<file path="src/rtl/qsys_led_fader.sv">
// Avalon-ST RGB fade source with CPU control, feeding the FuncLED PWM stream.
// Latency: first beat the cycle after EN is set; beats max(PERIOD,1)+1 cycles apart.
// Backpressure: EMIT holds the current colour until ready; no step happens while a beat is pending.
//
// Ports:
//   csi_MCLK_clk / rsi_MRST_reset : clock, asynchronous active-high reset
//   avs_CTRL_*                    : Avalon-MM register slave (CTRL, COLOR_B, COLOR_A, PERIOD)
//   aso_LEDS_*                    : Avalon-ST 24-bit {R,G,B} source
//   ins_IRQ_irq                   : level interrupt, DONE & IRQ_EN (registered)
module qsys_led_fader #(
  parameter int PRESCALE_W = 24
) (
  input  logic        csi_MCLK_clk,
  input  logic        rsi_MRST_reset,
  input  logic [1:0]  avs_CTRL_address,
  input  logic [31:0] avs_CTRL_writedata,
  output logic [31:0] avs_CTRL_readdata,
  input  logic [3:0]  avs_CTRL_byteenable,
  input  logic        avs_CTRL_write,
  input  logic        avs_CTRL_read,
  output logic        avs_CTRL_waitrequest,
  output logic [23:0] aso_LEDS_data,
  output logic        aso_LEDS_valid,
  input  logic        aso_LEDS_ready,
  output logic        ins_IRQ_irq
);

  typedef enum logic [1:0] {
    ST_IDLE = 2'd0,
    ST_EMIT = 2'd1,
    ST_RUN  = 2'd2,
    ST_FIN  = 2'd3
  } state_t;

  state_t                  state_q;
  logic                    en_q, mode_q, irq_en_q, done_q, irq_q;
  logic [23:0]             color_a_q, color_b_q, cur_q;
  logic [PRESCALE_W-1:0]   period_q, pcnt_q;
  logic                    dest_sel_q;

  // Per-byte merge of a write into a register's current value.
  function automatic logic [31:0] be_merge(input logic [31:0] old_v,
                                           input logic [31:0] wd,
                                           input logic [3:0]  be);
    logic [31:0] r;
    for (int i = 0; i < 4; i++) begin
      r[8*i +: 8] = be[i] ? wd[8*i +: 8] : old_v[8*i +: 8];
    end
    return r;
  endfunction

  // One channel moves one code toward its target; it can never overshoot or wrap.
  function automatic logic [7:0] step8(input logic [7:0] c, input logic [7:0] d);
    if (c < d)      return c + 8'd1;
    else if (c > d) return c - 8'd1;
    else            return c;
  endfunction

  logic wr_ctrl, wr_b, wr_a, wr_per;
  logic en_set, en_clr, done_w1c;
  logic [31:0] color_a_mrg, color_b_mrg, period_mrg;
  logic [23:0] dest, cur_step;
  logic [PRESCALE_W-1:0] period_eff;
  logic pcnt_last;

  assign wr_ctrl  = avs_CTRL_write && (avs_CTRL_address == 2'd0);
  assign wr_b     = avs_CTRL_write && (avs_CTRL_address == 2'd1);
  assign wr_a     = avs_CTRL_write && (avs_CTRL_address == 2'd2);
  assign wr_per   = avs_CTRL_write && (avs_CTRL_address == 2'd3);
  assign en_set   = wr_ctrl && avs_CTRL_byteenable[0] &&  avs_CTRL_writedata[0];
  assign en_clr   = wr_ctrl && avs_CTRL_byteenable[0] && !avs_CTRL_writedata[0];
  assign done_w1c = wr_ctrl && avs_CTRL_byteenable[1] &&  avs_CTRL_writedata[8];

  assign color_a_mrg = be_merge({8'd0, color_a_q}, avs_CTRL_writedata, avs_CTRL_byteenable);
  assign color_b_mrg = be_merge({8'd0, color_b_q}, avs_CTRL_writedata, avs_CTRL_byteenable);
  assign period_mrg  = be_merge(32'(period_q), avs_CTRL_writedata, avs_CTRL_byteenable);

  // Destination is read live so a colour write retargets the fade at the next step.
  assign dest       = dest_sel_q ? color_a_q : color_b_q;
  assign cur_step   = {step8(cur_q[23:16], dest[23:16]),
                       step8(cur_q[15:8],  dest[15:8]),
                       step8(cur_q[7:0],   dest[7:0])};
  // PERIOD of 0 behaves as 1 so the prescaler always terminates.
  assign period_eff = (period_q == '0) ? PRESCALE_W'(1) : period_q;
  assign pcnt_last  = (pcnt_q == period_eff - PRESCALE_W'(1));

  always_ff @(posedge csi_MCLK_clk or posedge rsi_MRST_reset) begin
    if (rsi_MRST_reset) begin
      state_q    <= ST_IDLE;
      en_q       <= 1'b0;
      mode_q     <= 1'b0;
      irq_en_q   <= 1'b0;
      done_q     <= 1'b0;
      irq_q      <= 1'b0;
      color_a_q  <= '0;
      color_b_q  <= '0;
      cur_q      <= '0;
      period_q   <= '0;
      pcnt_q     <= '0;
      dest_sel_q <= 1'b0;
    end else begin
      if (wr_a)   color_a_q <= color_a_mrg[23:0];
      if (wr_b)   color_b_q <= color_b_mrg[23:0];
      if (wr_per) period_q  <= period_mrg[PRESCALE_W-1:0];
      if (wr_ctrl && avs_CTRL_byteenable[0]) begin
        en_q     <= avs_CTRL_writedata[0];
        mode_q   <= avs_CTRL_writedata[1];
        irq_en_q <= avs_CTRL_writedata[2];
      end
      // Clear first; an endpoint reached in the same cycle overrides below.
      if (done_w1c) done_q <= 1'b0;
      irq_q <= done_q && irq_en_q;

      if (en_clr) begin
        state_q <= ST_IDLE;
      end else begin
        case (state_q)
          ST_IDLE, ST_FIN: begin
            if (en_set) begin
              cur_q      <= color_a_q;
              dest_sel_q <= 1'b0;
              state_q    <= ST_EMIT;
            end
          end
          ST_EMIT: begin
            if (aso_LEDS_ready) begin
              pcnt_q <= '0;
              if (cur_q == dest) begin
                done_q <= 1'b1;
                if (mode_q) begin
                  dest_sel_q <= !dest_sel_q;
                  state_q    <= ST_RUN;
                end else begin
                  state_q <= ST_FIN;
                end
              end else begin
                state_q <= ST_RUN;
              end
            end
          end
          ST_RUN: begin
            if (pcnt_last) begin
              cur_q   <= cur_step;
              state_q <= ST_EMIT;
            end else begin
              pcnt_q <= pcnt_q + PRESCALE_W'(1);
            end
          end
          default: state_q <= ST_IDLE;
        endcase
      end
    end
  end

  always_comb begin
    avs_CTRL_readdata = 32'd0;
    case (avs_CTRL_address)
      2'd0: avs_CTRL_readdata = {14'd0, state_q, 7'd0, done_q, 5'd0, irq_en_q, mode_q, en_q};
      2'd1: avs_CTRL_readdata = {8'd0, color_b_q};
      2'd2: avs_CTRL_readdata = {8'd0, color_a_q};
      2'd3: avs_CTRL_readdata = 32'(period_q);
      default: avs_CTRL_readdata = 32'd0;
    endcase
  end

  assign avs_CTRL_waitrequest = rsi_MRST_reset;
  assign aso_LEDS_data        = cur_q;
  assign aso_LEDS_valid       = (state_q == ST_EMIT);
  assign ins_IRQ_irq          = irq_q;

  // Reads have no side effects; upper merge bytes are don't-care.
  logic unused_ok;
  assign unused_ok = ^{avs_CTRL_read, color_a_mrg, color_b_mrg, period_mrg};

endmodule

</file>
<file path="config.mk">
export PLATFORM = sky130hd
export DESIGN_NAME = qsys_led_fader
export DESIGN_NICKNAME = d
export VERILOG_FILES = /design/src/rtl/qsys_led_fader.sv
export SDC_FILE = /design/constraint.sdc
export NUM_CORES = 1
export LEC_CHECK = 0
export BUFFER_PORTS_ARGS = -buffer_cell sky130_fd_sc_hd__clkbuf_2
export CORE_MARGIN = 2
export CORE_UTILIZATION = 35
export DETAILED_ROUTE_END_ITERATION = 12
export HOLD_SLACK_MARGIN = 0.05
export MAX_ROUTING_LAYER = met4
export SETUP_SLACK_MARGIN = 0.05
export SYNTH_ARGS = -nofsm -noshare
export SYNTH_HDL_FRONTEND = slang
export SYNTH_SLANG_ARGS = --single-unit
</file>
<file path="constraint.sdc">
create_clock -name csi_MCLK_clk -period 10.7 [get_ports csi_MCLK_clk]
set_clock_uncertainty 0.1 [all_clocks]
set_input_delay 0.535 -clock csi_MCLK_clk [delete_from_list [all_inputs] [get_ports csi_MCLK_clk]]
set_output_delay 0.535 -clock csi_MCLK_clk [all_outputs]
set_load 0.01 [all_outputs]
</file>
## Word level (Yosys, flattened, before mapping)

Index checks and enable logic that the tools add are counted.

- Equality and inequality tests: 20
- Add/sub/neg operators: 8
- $lt $le $gt $ge: 6
- Shifts and indexed selects: 0
- Div/mod/pow operators: 0
- Multiplexer cells: 32
- Reduce and logical (&&, ||, !) cells: 34
- Bitwise gates (word level): 1
- Multipliers: 0

Operator list:

| cell | count |
|---|---|
| two-way mux 24 bit | 6 |
| case mux 32 bit (4 select lines) | 1 |
| case mux 24 bit (2 select lines) | 2 |
| equality test 24 bit | 2 |
| two-way mux 8 bit | 6 |
| adder 24 x 1 -> 24 bit (second input constant) | 1 |
| adder 8 x 1 -> 8 bit (second input constant) | 3 |
| > comparator 8 bit | 3 |
| zero test 24 bit | 1 |
| < comparator 8 bit | 3 |
| subtractor 24 x 1 -> 24 bit (second input constant) | 1 |
| subtractor 8 x 1 -> 8 bit (second input constant) | 3 |
| AND reduction 2 bit | 9 |
| inequality test 3 bit (second input constant) | 5 |
| AND reduction 5 bit | 3 |
| logical AND 1 bit | 10 |
| two-way mux 1 bit | 10 |
| two-way mux 2 bit | 5 |
| equality test 2 bit (second input constant) | 4 |
| inequality test 2 x 1 -> 1 bit (second input constant) | 3 |
| inequality test 2 bit (second input constant) | 3 |
| case mux 2 bit (3 select lines) | 1 |
| AND reduction 6 bit | 1 |
| nonzero test 2 bit | 3 |
| other kinds (9) | 12 |

- Input bits: 43
- Register bits after elaboration: 128
- ROM bits: 0
- Memories kept: 0
- Word-level logic and storage cells: 121
- Latch bits: 0
- Bits in writable memories: 0

## Depth between registers and ports, before layout

Gate-level depths: netlist of the first run.

- Depth after elaboration: 9
- Depth in mapped cells: 20
- Depth with buffers taken out: 18

## Worst setup path after synthesis of the first run

Ideal clock, no wire load.

- Path type: register -> register
- From: reg dest_sel_q
- To: reg cur_q[15], in the netlist aso_LEDS_data[15]
- Setup time: 0.120 ns
- Path slack: 5.555 ns
- Period minus slack after synthesis: 5.145 ns
- Arrival time: 4.925 ns
- Stages on the path, launching flop included: 20
- Cell sequence: dfrtp_1 clkbuf_1 clkbuf_1 mux2i_1 ha_1 nor2b_1 o21ai_0 nand2b_1 a2111oi_0 o41ai_1 ha_1 a21o_1 a21oi_1 nor2b_1 o21a_1 o41a_1 xor2_1 nand4b_1 o221ai_1 a31o_2

- Longest elaborated chain between the ends: 5
- Elaborated cells on any way between the ends: 8

RTL lines:

| element | RTL line | source |
|---|---|---|
| from (decl) | 39 | `logic dest_sel_q;` |
| from (signal assigned) | 131 | `dest_sel_q <= !dest_sel_q;` |
| two-way mux 24 bit * | 79 | `assign dest = dest_sel_q ? color_a_q : color_b_q;` |
| < comparator 8 bit | 54 | `if (c < d) return c + 8'd1;` |
| two-way mux 8 bit | 54 |  |
| two-way mux 24 bit | 142 | `if (pcnt_last) begin` |
| case mux 24 bit (2 select lines) | 117 | `case (state_q)` |
| to (signal assigned) | 120 | `cur_q <= color_a_q;` |
| to (signal assigned) | 143 | `cur_q <= cur_step;` |
| to (decl) | 37 | `logic [23:0] color_a_q, color_b_q, cur_q;` |

Mark *: on every way between the ends. The rest lies on a longest branch, timed or not. The select of a mux whose other input is x is not followed.
A chain may end at the register's enable or synchronous reset.

## Worst setup path in the final report of the first run

- From: reg period_q[2]
- To: reg cur_q[4], in the netlist aso_LEDS_data[4]

- Longest elaborated chain between the ends: 6

RTL lines:

| element | RTL line | source |
|---|---|---|
| from (decl) | 38 | `logic [PRESCALE_W-1:0] period_q, pcnt_q;` |
| from (signal assigned) | 104 | `if (wr_per) period_q <= period_mrg[PRESCALE_W-1:0];` |
| zero test 24 bit | 84 | `assign period_eff = (period_q == '0) ? PRESCALE_W'(1) : period_q;` |
| two-way mux 24 bit * | 84 |  |
| subtractor 24 x 1 -> 24 bit * | 85 | `assign pcnt_last = (pcnt_q == period_eff - PRESCALE_W'(1));` |
| equality test 24 bit * | 85 |  |
| inequality test 2 bit (no line) * | -- |  |
| AND reduction 5 bit (no line) * | -- |  |

Mark *: on every way between the ends. The rest lies on a longest branch, timed or not.

==> results_dict.tcl, run 1 <==
set metrics [dict create \
    run_status "finished, final reports clean" \
    crit_path_max_incr_delay_ps 790 \
    max_freq_mhz 196 \
    dr_wl_met3_um 1250 \
    postSynthCellCount 937 \
    via_per_inst 5.74 \
    syn_to_final_growth_pct 13.1 \
    async_reset_ff_frac 1.00 \
    hpwlAfterDp_um 19400 \
    clockRootBuffer "clkbuf_16" \
    postCtsHoldBufs 0 \
    synth_edf_count 0 \
    hold_viol 0 \
    cpMaxStageDelayCell "nor4_2" \
    worst_hold_path_type "input pin to async pin" \
    ys_ff_latch 128 \
    crit_chain "nor4_2, nand4_1, nor2_1, a21oi_1, ha_1, xnor2_1, nand2_1, a31oi_1, and4b_1, o211ai_1, nor2b_1, o2111ai_1, nor3b_1, nor3_1" \
    report.final.slew_viol_count 0 \
    cap_violations 0 \
    ys_types 73 \
    grt-ovfl-total 0 \
    h-tree-depth 4 \
    wl_met2_um 12600 \
    drt-initial-drc-count 593 \
    cts_inserted_buffers 17 \
    peakVddDrop_uv 230 \
    grt_pass1_wl_um 42200 \
    end_kind "flop" \
    required_ps 10930 \
    rsz0062_at_grt "false" \
    clk_pin_slew_ps 60 \
    core_area_mm2 0.0259 \
    die_h_um 166 \
    crit_type "flop to flop" \
    initial_core_util 0.354 \
    grt_max_degree 80 \
    seq_area_frac_synth 0.349 \
    finalSetupTns_ps 0 \
    ys.flop_type "dfrtp_1" \
    cts_buffer_depth 2 \
    finalCritPeriodShare 0.478 \
    nNetsFinal 1090 \
    final_util 0.401 \
    final-setup-viol-count 0 \
    placed_cells 1313 \
    grtUsageTotal 0.198 \
    gp_congestion 0.904 \
    synth.top_cell.area_share 0.349 \
    netlist_area_mm2 0.00918 \
    die-width_um 166 \
    crit_arrival_ps 5350 \
    cellPowerDensity_mw_per_mm2 292 \
    dr.pass1.iters 5 \
    start_kind "flop" \
    cts_tree "yes" \
    final_cells 1346 \
    wl_met1_um 12100 \
    drt_wl_total_um 26500 \
    std_cell_rows 59 \
    relSlewSlack 0.249 \
    wl_per_cell_um 19.7 \
    synth.area.top_cells "dfrtp_1 35%, mux2_2 12%, ha_1 6.4%" \
    ant_nets 0 \
    remaining_drc_errors 0 \
    antenna_found_initial 1 \
    cts_sinks 128 \
    syn_area_per_cell_um2 9.79 \
    synth_top_area_cell "dfrtp_1" \
    nFillCells 2568 \
    critPathMaxFanout 13 \
    p_leak_uw 0.00447 \
    port_buffers 83 \
    layout-drive-gt1-share 0.242 \
    ctsResizeCount 0 \
    worstMarginPinSlew_ps 1130 \
    ios 102 \
    postCtsSetupBuffers 0 \
    fin_crit_ps 5110 \
    dieArea_mm2 0.0275 \
    dr.max_layer_used "met4" \
    clock_latency_ps 430 \
    vias 7725 \
    grt_pass1_vias 7417 \
    yosys_warnings 0 \
]
[metrics by stage]
step / setup slack [ps] / total power [µW] / area [µm²] / hold WS, ps
floorplan: 5560 / 2040 / 9200 / 341
global placement: 5730 / 2430 / 9820 / 356
detailed placement: 5670 / 2480 / 9820 / 367
CTS: 5580 / 3050 / 10400 / 56.2
global route: 5210 / 3290 / 10400 / 100
finish: 5590 / 3030 / 10400 / 43.8
[power breakdown]
part / leakage (µW) / internal, µW / switching [µW]
clock: 0.000275 / 324 / 237
combinational: 0.00260 / 752 / 919
sequential: 0.00159 / 606 / 196
total: 0.00447 / 1680 / 1350
[critical path, delay by kind of cell (launching register included)]
kind                       cells  cell delay (ps)
xor gates and xnor gates       1              190
DFF                            1              480
and+or+nand+nor                8             2730
adders and majority gates      1              380
AOI/OAI and AO/OA              4             1120
[registers in the layout (all words and copies together) (netlist names)]
signal	count
pcnt_q	24
state_q	2
period_q	24
mode_q	1
en_q	1
color_b_q	24
aso_LEDS_data	24
done_q	1
ins_IRQ_irq	1
color_a_q	24
dest_sel_q	1
irq_en_q	1
[routing by layer]
layer	up-vias	track usage
li1	3622	-
met1	3872	0.260
met2	195	0.312
met3	36	0.0357
met4	0	0.0609
met5	-	-
[final timing paths]
path | startpoint | slack [ps] | endpoint | cells past startpoint
setup / recovery | period_q[2]$_DFFE_PP0P_ | 5590 | aso_LEDS_data[4]$_DFFE_PP0P_ | 14
hold / removal | rsi_MRST_reset | 40 | pcnt_q[4]$_DFFE_PP0P_ | 2
setup reg to reg | period_q[2]$_DFFE_PP0P_ | 5590 | aso_LEDS_data[4]$_DFFE_PP0P_ | 14
hold reg to reg | en_q$_DFFE_PP0P_ | 380 | en_q$_DFFE_PP0P_ | 2
max in group asynchronous | rsi_MRST_reset | 9050 | period_q[16]$_DFFE_PP0P_ | 3
min in group csi_MCLK_clk | avs_CTRL_writedata[22] | 270 | color_b_q[22]$_DFFE_PP0P_ | 2
[Yosys cell counts, types with 12 or more instances]
cell type,n
o211ai_1,15
dfrtp_1,128
nor2b_1,12
o22ai_1,13
ha_1,47
a21oi_1,36
nand2_1,82
clkbuf_1,39
and3_1,12
nor4_1,15
xnor2_1,23
nor3_1,23
nand2b_1,15
mux2_2,94
nor2_1,41
o21ai_0,23
a22o_1,18
nand4_1,15
inv_1,23
nand3_1,40
or4_1,13
mux2i_1,46
[area by class of cell]
class,instances,area [µm²],area share
diodes,1,2.50,0.000241
clock buffers,18,439,0.0423
inverters,23,91.3,0.00880
flip-flops and latches,128,3200,0.309
well taps,335,419,0.0404
clock inverters,14,119,0.0114
multi-input cells,736,5630,0.542
repair buffers,91,475,0.0458
[placed cells by master (no fill, tap or decap), types with 12 or more instances in the layout]
master	Yosys	routed
mux2i_1	46	46
inv_1	23	22
xnor2_1	23	23
nand2b_1	15	15
o22ai_1	13	13
dfrtp_1	128	128
nand2_1	82	82
nor2b_1	12	12
nor4_1	15	15
a21oi_1	36	36
nand4_1	15	15
o21ai_0	23	23
and3_1	12	12
nand3_1	40	40
ha_1	47	47
clkbuf_16	0	17
a22o_1	18	18
o211ai_1	15	15
or4_1	13	13
clkbuf_2	0	83
nor2_1	41	41
nor3_1	23	23
mux2_2	94	94
[logic make-up (layout without fill, tap and decap cells)]
family | Yosys count | in the layout | synth area share
adder cells (fa/ha/maj) | 50 | 50 | 0.0706
AND/OR/NAND/NOR | 319 | 319 | 0.191
AO/OA/AOI/OAI | 179 | 179 | 0.134
buffers and inverters | 80 | 146 | 0.0419
XOR/XNOR | 34 | 34 | 0.0325
flip-flops | 128 | 128 | 0.349
multiplexers | 146 | 146 | 0.180
other | 1 | 9 | 0.000409
Note: power is estimated with default switching activity, not from simulation.
==> run 2, diff against run 1 <==
--- a/config.mk
+++ b/config.mk
@@ -5,6 +5,7 @@
 export SDC_FILE = /design/constraint.sdc
 export NUM_CORES = 1
 export LEC_CHECK = 0
+export ABC_AREA = 1
 export BUFFER_PORTS_ARGS = -buffer_cell sky130_fd_sc_hd__clkbuf_2
 export CORE_MARGIN = 2
 export CORE_UTILIZATION = 35
==> constraint.sdc (replaced) <==
create_clock -name csi_MCLK_clk -period 4.55 [get_ports csi_MCLK_clk]
set_clock_uncertainty 0.1 [all_clocks]
set_input_delay 0.2275 -clock csi_MCLK_clk [delete_from_list [all_inputs] [get_ports csi_MCLK_clk]]
set_output_delay 0.2275 -clock csi_MCLK_clk [all_outputs]
set_load 0.01 [all_outputs]
==> run 2 against run 1 <==
Effect of this change: worst hold slack gained 21 ps; critical path depth increased by 5; flip-flop and latch count is the same; combinational power rose by 89%; sequential share of layout area decreased by 0.34 points; global-route usage grew 2.2 points; final area up 1.1%; non-clock buffer count is 27 higher; first-iteration DRC count grew 21%; final cell count rose by 24%; routed wire length increased by 5.0%; largest cell class unchanged; highest routed layer unchanged.
==> results_dict.tcl, run 2 <==
set metrics [dict create \
    syn_to_final_growth_pct 15.9 \
    fin_crit_ps 3850 \
    synth_commonest_cells "377 x nand2_1, 137 x o21ai_0, 128 x dfrtp_1" \
    hpwlAfterDp_um 20600 \
    nNetsFinal 1418 \
    worst_hold_path_type "input pin to flop" \
    layout-drive-gt1-share 0.129 \
    synth_edf_count 0 \
    vias 8647 \
    yosys_warnings 0 \
    drt_wl_total_um 27800 \
    h-tree-depth 4 \
    core_area_mm2 0.0253 \
    dr.pass1.iters 6 \
    nFillCells 2644 \
    rsz0062_at_grt "false" \
    placed_area_mm2 0.00971 \
    relSlewSlack 0.279 \
    ant_nets 0 \
    cts_sinks 128 \
    diodes 0 \
    ys_ff_latch 128 \
    final_cell_mix "377 x nand2_1, 137 x o21ai_0, 128 x dfrtp_1" \
    postSynthCellCount 1235 \
    drt-initial-drc-count 718 \
    run_status "finished, final reports clean" \
    critPathMaxFanout 24 \
    end_kind "flop" \
    required_ps 4820 \
    p_leak_uw 0.00514 \
    peakVddDrop_uv 290 \
    max_freq_mhz 260 \
    die_h_um 165 \
    cap_violations 0 \
    cellPowerDensity_mw_per_mm2 584 \
    clk_pin_slew_ps 60 \
    synth_most_common_cell "nand2_1" \
    ys_types 48 \
    gp_congestion 0.923 \
    port_buffers 83 \
    grt-ovfl-total 0 \
    crit_type "flop to flop" \
    report.final.slew_viol_count 0 \
    ctsResizeCount 0 \
    final_util 0.416 \
    synth.area.top_cells "dfrtp_1 35%, nand2_1 16%, o21ai_0 7.6%" \
    grt_pass1_wl_um 44500 \
    grt_pass1_vias 8001 \
    multi_input_area_mm2 0.00511 \
    cts_buffer_depth 2 \
    seq_area_frac_synth 0.354 \
    clockRootBuffer "clkbuf_16" \
    crit_arrival_ps 4120 \
    synth_top_area_cell "dfrtp_1" \
    postLayoutCellArea_mm2 0.0105 \
    cts_tree "yes" \
    finalSetupTns_ps 0 \
    mostFrequentLayoutCell "nand2_1" \
    grtUsageTotal 0.220 \
    start_kind "flop" \
    initial_core_util 0.359 \
    remaining_drc_errors 0 \
    die-width_um 165 \
    ys.flop_type "dfrtp_1" \
    grt_max_degree 101 \
    wl_per_cell_um 16.7 \
    dieArea_mm2 0.0272 \
    worstMarginPinSlew_ps 1080 \
    finalCritPeriodShare 0.846 \
    cts_inserted_buffers 17 \
    syn_area_per_cell_um2 7.33 \
    seq_area_mm2 0.00320 \
    netlist_area_mm2 0.00905 \
    antenna_found_initial 0 \
    synth.top_cell.area_share 0.354 \
    clock_latency_ps 440 \
    std_cell_rows 58 \
    hold_viol 0 \
    via_per_inst 5.18 \
    final-setup-viol-count 0 \
    ios 102 \
    async_reset_ff_frac 1.00 \
]
## run 2: logic make-up after synthesis
group	count (synthesis)	synth area share
and+or+nand+nor	603	0.298
AOI/OAI and AO/OA	214	0.133
buffers and inverters	181	0.0849
DFF	128	0.354
xor gates and xnor gates	57	0.0582
adders and majority gates	50	0.0716
other	1	0.000414
muxes	1	0.00111
## run 2: power by group
part,internal [µW],leakage (µW),switching [µW]
sequential,1370,0.00165,289
combinational,1170,0.00322,1980
clock,735,0.000273,587
total,3280,0.00514,2860
## run 2: final timing paths
| check | from | end | slack, ps | cells past startpoint |
|---|---|---|---|---|
| max | period_q[2]$_DFFE_PP0P_ | aso_LEDS_data[18]$_DFFE_PP0P_ | 700 | 19 |
| min | avs_CTRL_writedata[2] | period_q[2]$_DFFE_PP0P_ | 70 | 3 |
| max reg2reg | period_q[2]$_DFFE_PP0P_ | aso_LEDS_data[18]$_DFFE_PP0P_ | 700 | 19 |
| min reg2reg | color_a_q[21]$_DFFE_PP0P_ | color_a_q[21]$_DFFE_PP0P_ | 390 | 2 |
| max in group asynchronous | rsi_MRST_reset | color_b_q[13]$_DFFE_PP0P_ | 2830 | 4 |
| min in group asynchronous | rsi_MRST_reset | aso_LEDS_data[20]$_DFFE_PP0P_ | 450 | 3 |
## run 2: through the flow
stage / hold WS, ps / instances / setup slack, ps / power (µW)
after floorplan: 283 / 1242 / 747 / 3980
after global placement: 367 / 1613 / 778 / 4710
after detailed placement: 373 / 1613 / 734 / 4800
after CTS: 59.5 / 1668 / 717 / 6150
after global routing: 84.1 / 1668 / 348 / 6690
final: 65.3 / 1668 / 702 / 6130
## run 2: final cells by class
type | count | area share
multi-input combinational | 933 | 0.487
sequential | 128 | 0.305
timing repair buffer | 118 | 0.0701
inverter | 127 | 0.0459
clock buffer | 19 | 0.0431
tap | 330 | 0.0393
clock inverter | 13 | 0.00977
## run 2: metal layers
layer	track usage	wire length, µm	part of all wire
met1	0.301	13200	0.48
met2	0.342	12700	0.46
met3	0.0274	1430	0.052
met4	0.0640	378	0.014
met5	-	0	0
## run 2: repair_timing
action	4_1_cts	5_1_grt
hold buffers	23	0
hold endpoints to repair	156	0
setup endpoints to repair	0	0
setup buffers	0	0
## run 2: critical path: stages (launching register included)
cell and delay (ps):
dfrtp_1 590, nor2_8 80, nand2_2 110, nor2_4 50, nand3_4 190, nand2_1 100, inv_1 130, ha_1 240
nand3_1 150, inv_1 80, nand2_1 100, nor2_1 190, xnor3_1 240, nor2_1 110, nand3_1 80, nor2_2 180
nand2_2 120, a21oi_4 650, nand4_1 160, nand2_1 110
